## src/rtl/writeback_arbiter_pkg.sv

```systemverilog
// Shared widths, the queue entry type and a register one-hot helper
// used by the writeback arbiter and its result queue.
package writeback_arbiter_pkg;

   localparam int DATA_W     = 32;
   localparam int REG_ADDR_W = 5;
   localparam int NUM_REGS   = 32;
   localparam int CNT_W      = 5;

   typedef struct packed {
      logic                  live;
      logic [REG_ADDR_W-1:0] rd;
      logic [DATA_W-1:0]     data;
   } wb_entry_t;

   function automatic logic [NUM_REGS-1:0] rd_onehot(input logic [REG_ADDR_W-1:0] rd);
      return NUM_REGS'(1) << rd;
   endfunction

endpackage

```

## src/rtl/wb_queue.sv

```systemverilog
// FIFO of multi-cycle results with per-entry kill by destination register.
// The next-state live/rd view is exported so the owner can register a pending mask.
module wb_queue
   import writeback_arbiter_pkg::*;
#(
   parameter int DEPTH = 4
) (
   input  logic                             clk,
   input  logic                             rst,
   input  logic                             push_i,
   input  logic [REG_ADDR_W-1:0]            push_rd_i,
   input  logic [DATA_W-1:0]                push_data_i,
   input  logic                             pop_i,
   input  logic                             kill_i,
   input  logic [REG_ADDR_W-1:0]            kill_rd_i,
   output wb_entry_t                        head_o,
   output logic                             empty_o,
   output logic [CNT_W-1:0]                 count_o,
   output logic [DEPTH-1:0]                 live_nxt_o,
   output logic [DEPTH-1:0][REG_ADDR_W-1:0] rd_nxt_o
);

   // DEPTH is a power of two, so pointer increments wrap modulo DEPTH for free.
   localparam int               PTR_W     = $clog2(DEPTH);
   localparam logic [CNT_W-1:0] DEPTH_CNT = CNT_W'(DEPTH);

   logic [PTR_W-1:0]                 wr_ptr_q, wr_ptr_d;
   logic [PTR_W-1:0]                 rd_ptr_q, rd_ptr_d;
   logic [CNT_W-1:0]                 count_q, count_d;
   logic [DEPTH-1:0]                 live_q, live_d;
   logic [DEPTH-1:0][REG_ADDR_W-1:0] rd_q, rd_d;
   logic [DATA_W-1:0]                data_q [DEPTH];
   logic                             full;
   logic                             push_ok;
   logic                             pop_ok;

   assign empty_o    = (count_q == '0);
   assign full       = (count_q == DEPTH_CNT);
   assign push_ok    = push_i && !full;
   assign pop_ok     = pop_i && !empty_o;
   assign count_o    = count_q;
   assign live_nxt_o = live_d;
   assign rd_nxt_o   = rd_d;
   assign head_o     = '{live: live_q[rd_ptr_q], rd: rd_q[rd_ptr_q], data: data_q[rd_ptr_q]};

   always_comb begin
      // NOTE: every signal gets a default first so no path can infer a latch.
      live_d   = live_q;
      rd_d     = rd_q;
      wr_ptr_d = wr_ptr_q;
      rd_ptr_d = rd_ptr_q;
      // Kill sees only entries already queued; the push below lands afterwards and stays live.
      if (kill_i) begin
         for (int i = 0; i < DEPTH; i++) begin
            if (rd_q[i] == kill_rd_i) live_d[i] = 1'b0;
         end
      end
      if (pop_ok) begin
         live_d[rd_ptr_q] = 1'b0;
         rd_ptr_d         = rd_ptr_q + PTR_W'(1);
      end
      if (push_ok) begin
         live_d[wr_ptr_q] = 1'b1;
         rd_d[wr_ptr_q]   = push_rd_i;
         wr_ptr_d         = wr_ptr_q + PTR_W'(1);
      end
      count_d = count_q + CNT_W'(push_ok) - CNT_W'(pop_ok);
   end

   always_ff @(posedge clk) begin
      if (!rst) begin
         live_q   <= '0;
         wr_ptr_q <= '0;
         rd_ptr_q <= '0;
         count_q  <= '0;
      end else begin
         live_q   <= live_d;
         wr_ptr_q <= wr_ptr_d;
         rd_ptr_q <= rd_ptr_d;
         count_q  <= count_d;
      end
   end

   // NOTE: payload storage is not reset; live_q and count_q decide whether a slot means anything.
   always_ff @(posedge clk) begin
      rd_q <= rd_d;
      if (push_ok) data_q[wr_ptr_q] <= push_data_i;
   end

endmodule

```

## src/rtl/writeback_arbiter.sv

```systemverilog
// Register-file write port shared by the unstallable ALU and a queued multi-cycle unit;
// the ALU always wins and kills older queued results to the same register.
module writeback_arbiter
   import writeback_arbiter_pkg::*;
#(
   parameter int DEPTH = 4
) (
   input  logic                  clk,
   input  logic                  rst,
   input  logic                  alu_we,
   input  logic [REG_ADDR_W-1:0] alu_rd,
   input  logic [DATA_W-1:0]     alu_data,
   input  logic                  mc_valid,
   input  logic [REG_ADDR_W-1:0] mc_rd,
   input  logic [DATA_W-1:0]     mc_data,
   output logic                  mc_ready,
   output logic                  rf_we,
   output logic [REG_ADDR_W-1:0] rf_wr,
   output logic [DATA_W-1:0]     rf_wd,
   output logic [NUM_REGS-1:0]   pending,
   output logic [CNT_W-1:0]      q_count
);

   localparam logic [CNT_W-1:0] DEPTH_CNT = CNT_W'(DEPTH);

   wb_entry_t                        head;
   logic                             q_empty;
   logic [DEPTH-1:0]                 live_nxt;
   logic [DEPTH-1:0][REG_ADDR_W-1:0] rd_nxt;
   logic                             alu_sel;
   logic                             q_sel;
   logic                             enq;

   logic                  rf_we_q, rf_we_d;
   logic [REG_ADDR_W-1:0] rf_wr_q, rf_wr_d;
   logic [DATA_W-1:0]     rf_wd_q, rf_wd_d;
   logic [NUM_REGS-1:0]   pending_q, pending_d;

   assign mc_ready = rst && (q_count < DEPTH_CNT);
   assign alu_sel  = alu_we && (alu_rd != '0);
   assign q_sel    = !alu_sel && !q_empty;
   // Writes to r0 are accepted so the producer never blocks, then dropped.
   assign enq      = mc_valid && mc_ready && (mc_rd != '0);

   wb_queue #(
      .DEPTH(DEPTH)
   ) u_queue (
      .clk         (clk),
      .rst         (rst),
      .push_i      (enq),
      .push_rd_i   (mc_rd),
      .push_data_i (mc_data),
      .pop_i       (q_sel),
      .kill_i      (alu_sel),
      .kill_rd_i   (alu_rd),
      .head_o      (head),
      .empty_o     (q_empty),
      .count_o     (q_count),
      .live_nxt_o  (live_nxt),
      .rd_nxt_o    (rd_nxt)
   );

   always_comb begin
      rf_we_d = alu_sel || (q_sel && head.live);
      rf_wr_d = rf_wr_q;
      rf_wd_d = rf_wd_q;
      if (alu_sel) begin
         rf_wr_d = alu_rd;
         rf_wd_d = alu_data;
      end else if (q_sel && head.live) begin
         rf_wr_d = head.rd;
         rf_wd_d = head.data;
      end
   end

   // Built from the queue's next state so the mask moves on the same edge as the entries.
   always_comb begin
      pending_d = '0;
      for (int i = 0; i < DEPTH; i++) begin
         if (live_nxt[i]) pending_d = pending_d | rd_onehot(rd_nxt[i]);
      end
      pending_d[0] = 1'b0;
   end

   // NOTE: sequential state uses non-blocking assignments only, so every register samples pre-edge values.
   always_ff @(posedge clk) begin
      if (!rst) begin
         rf_we_q   <= 1'b0;
         rf_wr_q   <= '0;
         rf_wd_q   <= '0;
         pending_q <= '0;
      end else begin
         rf_we_q   <= rf_we_d;
         rf_wr_q   <= rf_wr_d;
         rf_wd_q   <= rf_wd_d;
         pending_q <= pending_d;
      end
   end

   assign rf_we   = rf_we_q;
   assign rf_wr   = rf_wr_q;
   assign rf_wd   = rf_wd_q;
   assign pending = pending_q;

endmodule

```

## config.mk

```make
export PLATFORM = sky130hd
export DESIGN_NAME = writeback_arbiter
export DESIGN_NICKNAME = d
export VERILOG_FILES = /design/src/rtl/writeback_arbiter_pkg.sv /design/src/rtl/wb_queue.sv /design/src/rtl/writeback_arbiter.sv
export SDC_FILE = /design/constraint.sdc
export NUM_CORES = 1
export LEC_CHECK = 0
export ABC_CLOCK_PERIOD_IN_PS = 4900
export CORE_ASPECT_RATIO = 0.75
export CORE_UTILIZATION = 54
export DETAILED_ROUTE_END_ITERATION = 8
export HOLD_SLACK_MARGIN = 0.02
export PLACE_DENSITY = 0.92
export SLEW_MARGIN = 10
export SYNTH_ARGS = -nofsm -noshare
export SYNTH_HDL_FRONTEND = slang
export SYNTH_HIERARCHICAL = 1
export SYNTH_SLANG_ARGS = --single-unit
export TNS_END_PERCENT = 10
```

## constraint.sdc

```tcl
create_clock -name clk -period 4.9 [get_ports clk]
set_input_delay 1.47 -clock clk [delete_from_list [all_inputs] [get_ports clk]]
set_output_delay 1.47 -clock clk [all_outputs]
set_load 0.005 [all_outputs]
```

# --- Word level (Yosys, flattened, before mapping) ---
# Memories as Yosys holds them, arrays and structs flattened. A register that Yosys moved wholly into a read port is not among the register bits.
# Cells that the tools add are included.
totals:
  reg_bits: 103
  mem_bits_rw: 128
  inputBits: 78
  out_inout_bits: 76
  elab_cells: 87
  mem_count: 1
mem_list:
  columns: ["name", "words", "word_bits", "read_ports", "rd_clocked_by_memory_dff", "wr", "line_no", "rtl"]
  rows:
  - ["u_queue.data_q", 4, 32, 1, 1, 1, "wb_queue.sv:32", "logic [DATA_W-1:0] data_q [DEPTH];"]
op_classes:
  addsub: 4
  magnitude_cmp: 5
  eq_ne: 5
  n_shift: 4
  muxes: 31
  n_bitwise: 6
  reduce_logical: 18
op_table:
  columns: ["operator", "count"]
  rows:
  - ["two-way mux 32 bit", 6]
  - ["left shift 1 x 5 -> 32 bit, first input constant", 4]
  - ["OR 32 bit", 3]
  - ["bitwise mux 20 bit", 1]
  - ["== test 5 bit", 4]
  - ["two-way mux 20 bit", 1]
  - ["two-way mux 5 bit", 4]
  - ["two-way mux 4 bit", 3]
  - ["binary-select mux 5 bit (select 2 bit)", 1]
  - ["demux 5 bit (select 2 bit)", 1]
  - ["logical AND 1 bit", 10]
  - ["nonzero test 5 bit", 2]
  - ["two-way mux 1 bit", 9]
  - ["< comparator 2 x 3 -> 1 bit, second input constant", 2]
  - ["adder 5 x 1 -> 5 bit", 1]
  - ["== test 5 x 3 -> 1 bit, second input constant", 1]
  - ["zero test 5 bit", 1]
  - ["< comparator 5 x 3 -> 1 bit, second input constant", 1]
  - ["subtractor 5 x 1 -> 5 bit", 1]
  - ["adder 2 x 1 -> 2 bit, second input constant", 2]
  - ["bitwise AND 4 bit", 1]
  - ["demux 1 bit (select 2 bit)", 2]
  - ["greater-or-equal comparator 2 x 1 -> 1 bit, second input constant", 2]
  - ["two-way mux 2 bit", 2]
  - ["6 further kinds", 8]

# --- Depth between registers and ports, before layout ---
# Gate-level depths: netlist of the first run.
depth:
  ltp_word: 16
  depth_mapped: 16
  ltp_nobuf: 15

# --- Cells and area by module ---
# The synthesis of the first run kept the hierarchy.
by_module_without_submodules:
  columns: ["mod", "instances", "cells_each", "area_each_um2"]
  rows:
  - ["wb_queue", 1, 344, 6525.0]
  - ["writeback_arbiter", 1, 404, 3716.1]

# --- Least setup slack after synthesis of the first run ---
# Ideal clock, no wire load.
synth_timing:
  kind: "in2reg"
  from: "input rst"
  to: "register pending_q[20] (netlist: pending[20])"
  arrival_time_ps: 4168
  slack_ps: 674
  stages: 10
  path_cell_list: "inv_1 -> nor4_1 -> o311a_1 -> a21boi_1 -> and2_1 -> buf_4 -> mux2_2 -> or4bb_1 -> o22ai_1 -> o21a_1"
synth_rtl:
  columns: ["item", "line_no", "rtl"]
  rows:
  - ["from (decl)", "writeback_arbiter.sv:9", "input logic rst,"]
  - ["to (signal assigned)", "writeback_arbiter.sv:96", "pending_q <= pending_d;"]
  - ["to (decl)", "writeback_arbiter.sv:37", "logic [NUM_REGS-1:0] pending_q, pending_d;"]

# --- Final worst setup path of the first run ---
layout_timing:
  from: "input rst"
  to: "register u_queue.count_q[4] (netlist: u_queue/count_o[4])"
layout_via:
  elab_chain_cells: 6
layout_lines:
  columns: ["item", "line_no", "rtl"]
  rows:
  - ["logical AND 1 bit", "writeback_arbiter.sv:39", "assign mc_ready = rst && (q_count < DEPTH_CNT);"]
  - ["logical AND 1 bit (2 in series)", "writeback_arbiter.sv:43", "assign enq = mc_valid && mc_ready && (mc_rd != '0);"]
  - ["net enq", "writeback_arbiter.sv:32", "logic enq;"]
  - ["logical AND 1 bit", "wb_queue.sv:39", "assign push_ok = push_i && !full;"]
  - ["adder 5 x 1 -> 5 bit", "wb_queue.sv:67", "count_d = count_q + CNT_W'(push_ok) - CNT_W'(pop_ok);"]
  - ["subtractor 5 x 1 -> 5 bit", "wb_queue.sv:67", null]
  - ["to (signal assigned)", "wb_queue.sv:80", "count_q <= count_d;"]
  - ["to (decl)", "wb_queue.sv:29", "logic [CNT_W-1:0] count_q, count_d;"]
# The timed path passes the listed nets, and every way through them passes these cells.
# A chain may end at the register's enable or synchronous reset.

==> results of run 1 <==
through the flow:
stage                     cells  hold slack [ns]  total power [uW]
after global routing       1148           0.5811              5711
after global placement     1106           0.5371              3644
after CTS                  1148           0.5632              5520
after floorplan             748           0.5277              3240
final                      1148           0.5649              5535
after detailed placement   1106           0.5452              3681
layout make-up:
class / count / area share [%]
Sequential cell: 232 / 46.53
Multi-Input combinational cell: 441 / 31.36
Timing Repair Buffer: 170 / 13.00
Clock buffer: 30 / 4.882
Tap cell: 247 / 2.426
Clock inverter: 12 / 1.326
Inverter: 16 / 0.4715
power breakdown:
part | internal [uW] | switching, uW | total [uW]
logic | 652 | 700 | 1350
registers | 2210 | 126 | 2330
clock network | 1110 | 738 | 1850
total | 3970 | 1560 | 5530
registers in the layout (all words and copies together) (netlist names), named ones only:
register and count:
u_queue/live_q 4, rf_wr 5, u_queue/data_q 128, rf_we 1
pending 31, u_queue/rd_q 20, rf_wd 32, u_queue/wr_ptr_q 2
u_queue/count_o 5, u_queue/rd_ptr_q 2
worst reg2reg max path, delay by kind of cell, from the launching register on:
kind,cells,cell delay [ns]
buffers and inverters,4,0.46
AO/OA/AOI/OAI,2,0.32
flip-flops,1,0.34
AND/OR/NAND/NOR,5,1.18
adder cells (fa/ha/maj),4,0.95
routing by layer:
layer / share of wire [%] / vias to the layer above
met5: 0 / -
met4: 3.7 / 0
met3: 7.3 / 73
met2: 46 / 403
met1: 43 / 3498
li1: - / 3172
synthesized netlist by cell type (14+ instances only):
cell,number
o21a_1,36
mux2i_1,39
dfxtp_1,104
a211oi_1,32
o22ai_1,62
ha_1,14
inv_1,15
mux2_2,20
nand2b_1,40
clkbuf_1,37
a21oi_1,34
xnor2_1,22
edfxtp_1,128
mux4_2,38
final timing paths:
path,startpoint,to,slack [ns],depth (start not counted)
max,rst,u_queue/count_o[4],0.55,15
min,rf_wd[4],rf_wd[4],0.56,2
max reg2reg,u_queue/count_o[3],u_queue/count_o[4],1.54,15
min reg2reg,rf_wd[4],rf_wd[4],0.56,2
cell families after synthesis:
| group | Yosys count |
|---|---|
| buffers and inverters | 75 |
| other | 1 |
| multiplexers | 97 |
| adder cells (fa/ha/maj) | 15 |
| AND/OR/NAND/NOR | 126 |
| AO/OA/AOI/OAI | 178 |
| flip-flops | 232 |
| XOR/XNOR | 24 |
==> impl_metrics.py, run 1 <==
metrics = {
    "floorplan": {
        "x_dimension_of_the_die_um": 161.0,
        "initial_core_util_pct": 55.33,
        "chipHeight_um": 121.3,
        "row_count": 43,
        "design.portCount": 154,
        "floorplan.die_area_um2": 19530,
        "core_region_area_um2": 18510,
    },
    "setup_path": {
        "cp.buffers_inverters": 5,
        "timing.critical_path.from_type": "input port",
        "critPathArrivalTime_ns": 4.75,
        "required_time_at_the_worst_slack_endpoint_ns": 5.30,
        "worst_path_max_delay_cell": "clkdlybuf4s50_1",
        "path_cells": "clkdlybuf4s50_1 > inv_1 > nor4_1 > o311a_1 > a21boi_1 > inv_1 > ha_1 > inv_1 > ha_1 > inv_1 > fa_1 > nand2b_1 > a21oi_1 > o21ai_0 > and3b_1",
        "critical_path.top_delay_family": "compound AO/OA/AOI/OAI gates",
        "critical_path.max_fanout": 7,
        "critical_path.endpoint_type": "flop",
        "worst-setup-path-type": "input port to flop",
        "cpMostUsedCell": "inv_1",
        "critical_path.max_stage_delay_ns": 0.48,
    },
    "clock_tree": {
        "clk_transition_reported_paths_ns": 0.06,
        "cts_tree": "yes",
        "cts_buffer_depth": 3,
        "h-tree-depth": 1,
        "clock_net_sink_count": 232,
        "clockRootBuffer": "clkbuf_16",
        "post_cts_hold_buffer_count": 0,
        "cts_repair_resize_count": 0,
        "postCtsSetupRepairBufs": 0,
        "numCtsBuffers": 23,
        "clk-insertion-delay-late_ns": 0.52,
    },
    "global_routing": {
        "grt_max_degree": 52,
        "met2_track_usage_gr_pct": 40.60,
        "global_route.usage.total_pct": 26.40,
        "grt_busiest_layer": "met2",
        "grt_util_met1_pct": 37.90,
        "initial_antenna_violation_count": 0,
        "vias_in_the_first_global_route": 6844,
        "grt_first_pass_wirelength_um": 39410,
        "grt-ovfl-total": 0,
        "gr-usage-met3_pct": 4.033,
    },
    "synthesis": {
        "post_synth_inst_count": 748,
        "syn_area_um2": 10240,
        "synth_edf_count": 128,
        "synth_top_area_cell": "edfxtp_1",
        "synth.top_cell.area_share_pct": 37.53,
        "yosys_warnings": 6,
        "compound_gate_portion_of_the_synthesized_area_pct": 11.88,
        "post_synth_fa_ha_maj_area_fraction_pct": 1.906,
        "most_used_flip_flop_cell_after_synthesis": "edfxtp_1",
        "post_synth_mux_area_share_pct": 14.37,
        "parity_gate_share_of_the_synthesized_area_counting_xor_and_xnor_cells_pct": 2.126,
        "synth.avg_cell_area_um2": 13.69,
        "seq_area_frac_synth_pct": 57.86,
        "synth-simple-area-share_pct": 8.577,
        "total_of_flip_flops_plus_latches_after_synthesis": 232,
        "mappedNetlistNets": 841,
        "synth.area.top_cells": "edfxtp_1 38%, dfxtp_1 20%, mux4_2 8.4%",
        "async_flop_share_pct": 0,
        "dominant_combinational_cell_family_by_area_after_synthesis": "multiplexers",
        "yosys_cell_types": 50,
    },
    "routing": {
        "wl_um": 26160,
        "detail_route.wl_per_cell_um": 22.79,
        "drt-vias-per-instance": 6.225,
        "route.detailed.drc": 0,
        "vias": 7146,
        "drt_pre_antenna_iters": 5,
        "dr_iter_0_viols": 870,
        "postRouteAntennaNets": 0,
    },
    "sta": {
        "grt_setup_unrepaired": "no",
        "finalCritPeriodShare_pct": 88.76,
        "setup_slack_ns": 0.5506,
        "slew_viol_final": 0,
        "relative_slew_slack_pct": 52.31,
        "timing_worst_slew_pin_value_ns": 0.7154,
        "final-setup-viol-count": 0,
        "period_needed_ns": 4.349,
        "final_hold_viol_count": 0,
        "worst_clock_skew_ns": 0.02267,
        "finalSetupTns_ns": 0,
        "clock.fmax_mhz": 229.9,
    },
    "worst_hold_path": {
        "min-delay-path-class": "flop to flop",
    },
    "power": {
        "worst_ir_drop_vdd_v": 0.0002667,
        "cellPowerDensity_nw_per_um2": 434.5,
        "p_leak_uw": 0.004164,
    },
    "place": {
        "portBuffers": 152,
        "dpl_cell_area_um2": 11950,
        "place_hpwl_um": 16630,
        "place_congestion": 0.8948,
        "pre_cts_slack_ns": 0.1235,
    },
    "status": {
        "run_status": "finished, final reports clean",
    },
    "final_layout": {
        "most-common-layout-cells": "152 x clkdlybuf4s50_1, 128 x edfxtp_1, 103 x dfxtp_1, 62 x o22ai_1, 40 x nand2b_1",
        "post-route-util_pct": 68.83,
        "finish.net_count": 977,
        "ff_latch_area_um2": 5927,
        "post-route-cell-area_um2": 12740,
        "multiInputGateArea_um2": 3995,
        "syn_to_final_growth_pct": 24.39,
        "mostFrequentLayoutCell": "clkdlybuf4s50_1",
        "number_of_antenna_cells_inserted": 0,
        "fillers": 1201,
        "post_route_cells_drive_above_1_share_pct": 14.21,
    },
    "flow_run": {
        "maxCapViolCount": 0,
    },
}
Note: power is estimated with default switching activity, not from simulation.
==> run 2, diff against run 1 <==
--- a/config.mk
+++ b/config.mk
@@ -9,7 +9,7 @@
 export CORE_ASPECT_RATIO = 0.75
 export CORE_UTILIZATION = 54
 export DETAILED_ROUTE_END_ITERATION = 8
-export HOLD_SLACK_MARGIN = 0.02
+export HOLD_SLACK_MARGIN = 0.1
 export PLACE_DENSITY = 0.92
 export SLEW_MARGIN = 10
 export SYNTH_ARGS = -nofsm -noshare
==> results of run 2 <==
Final layout, timing and power as in run 1 (identical DEF).
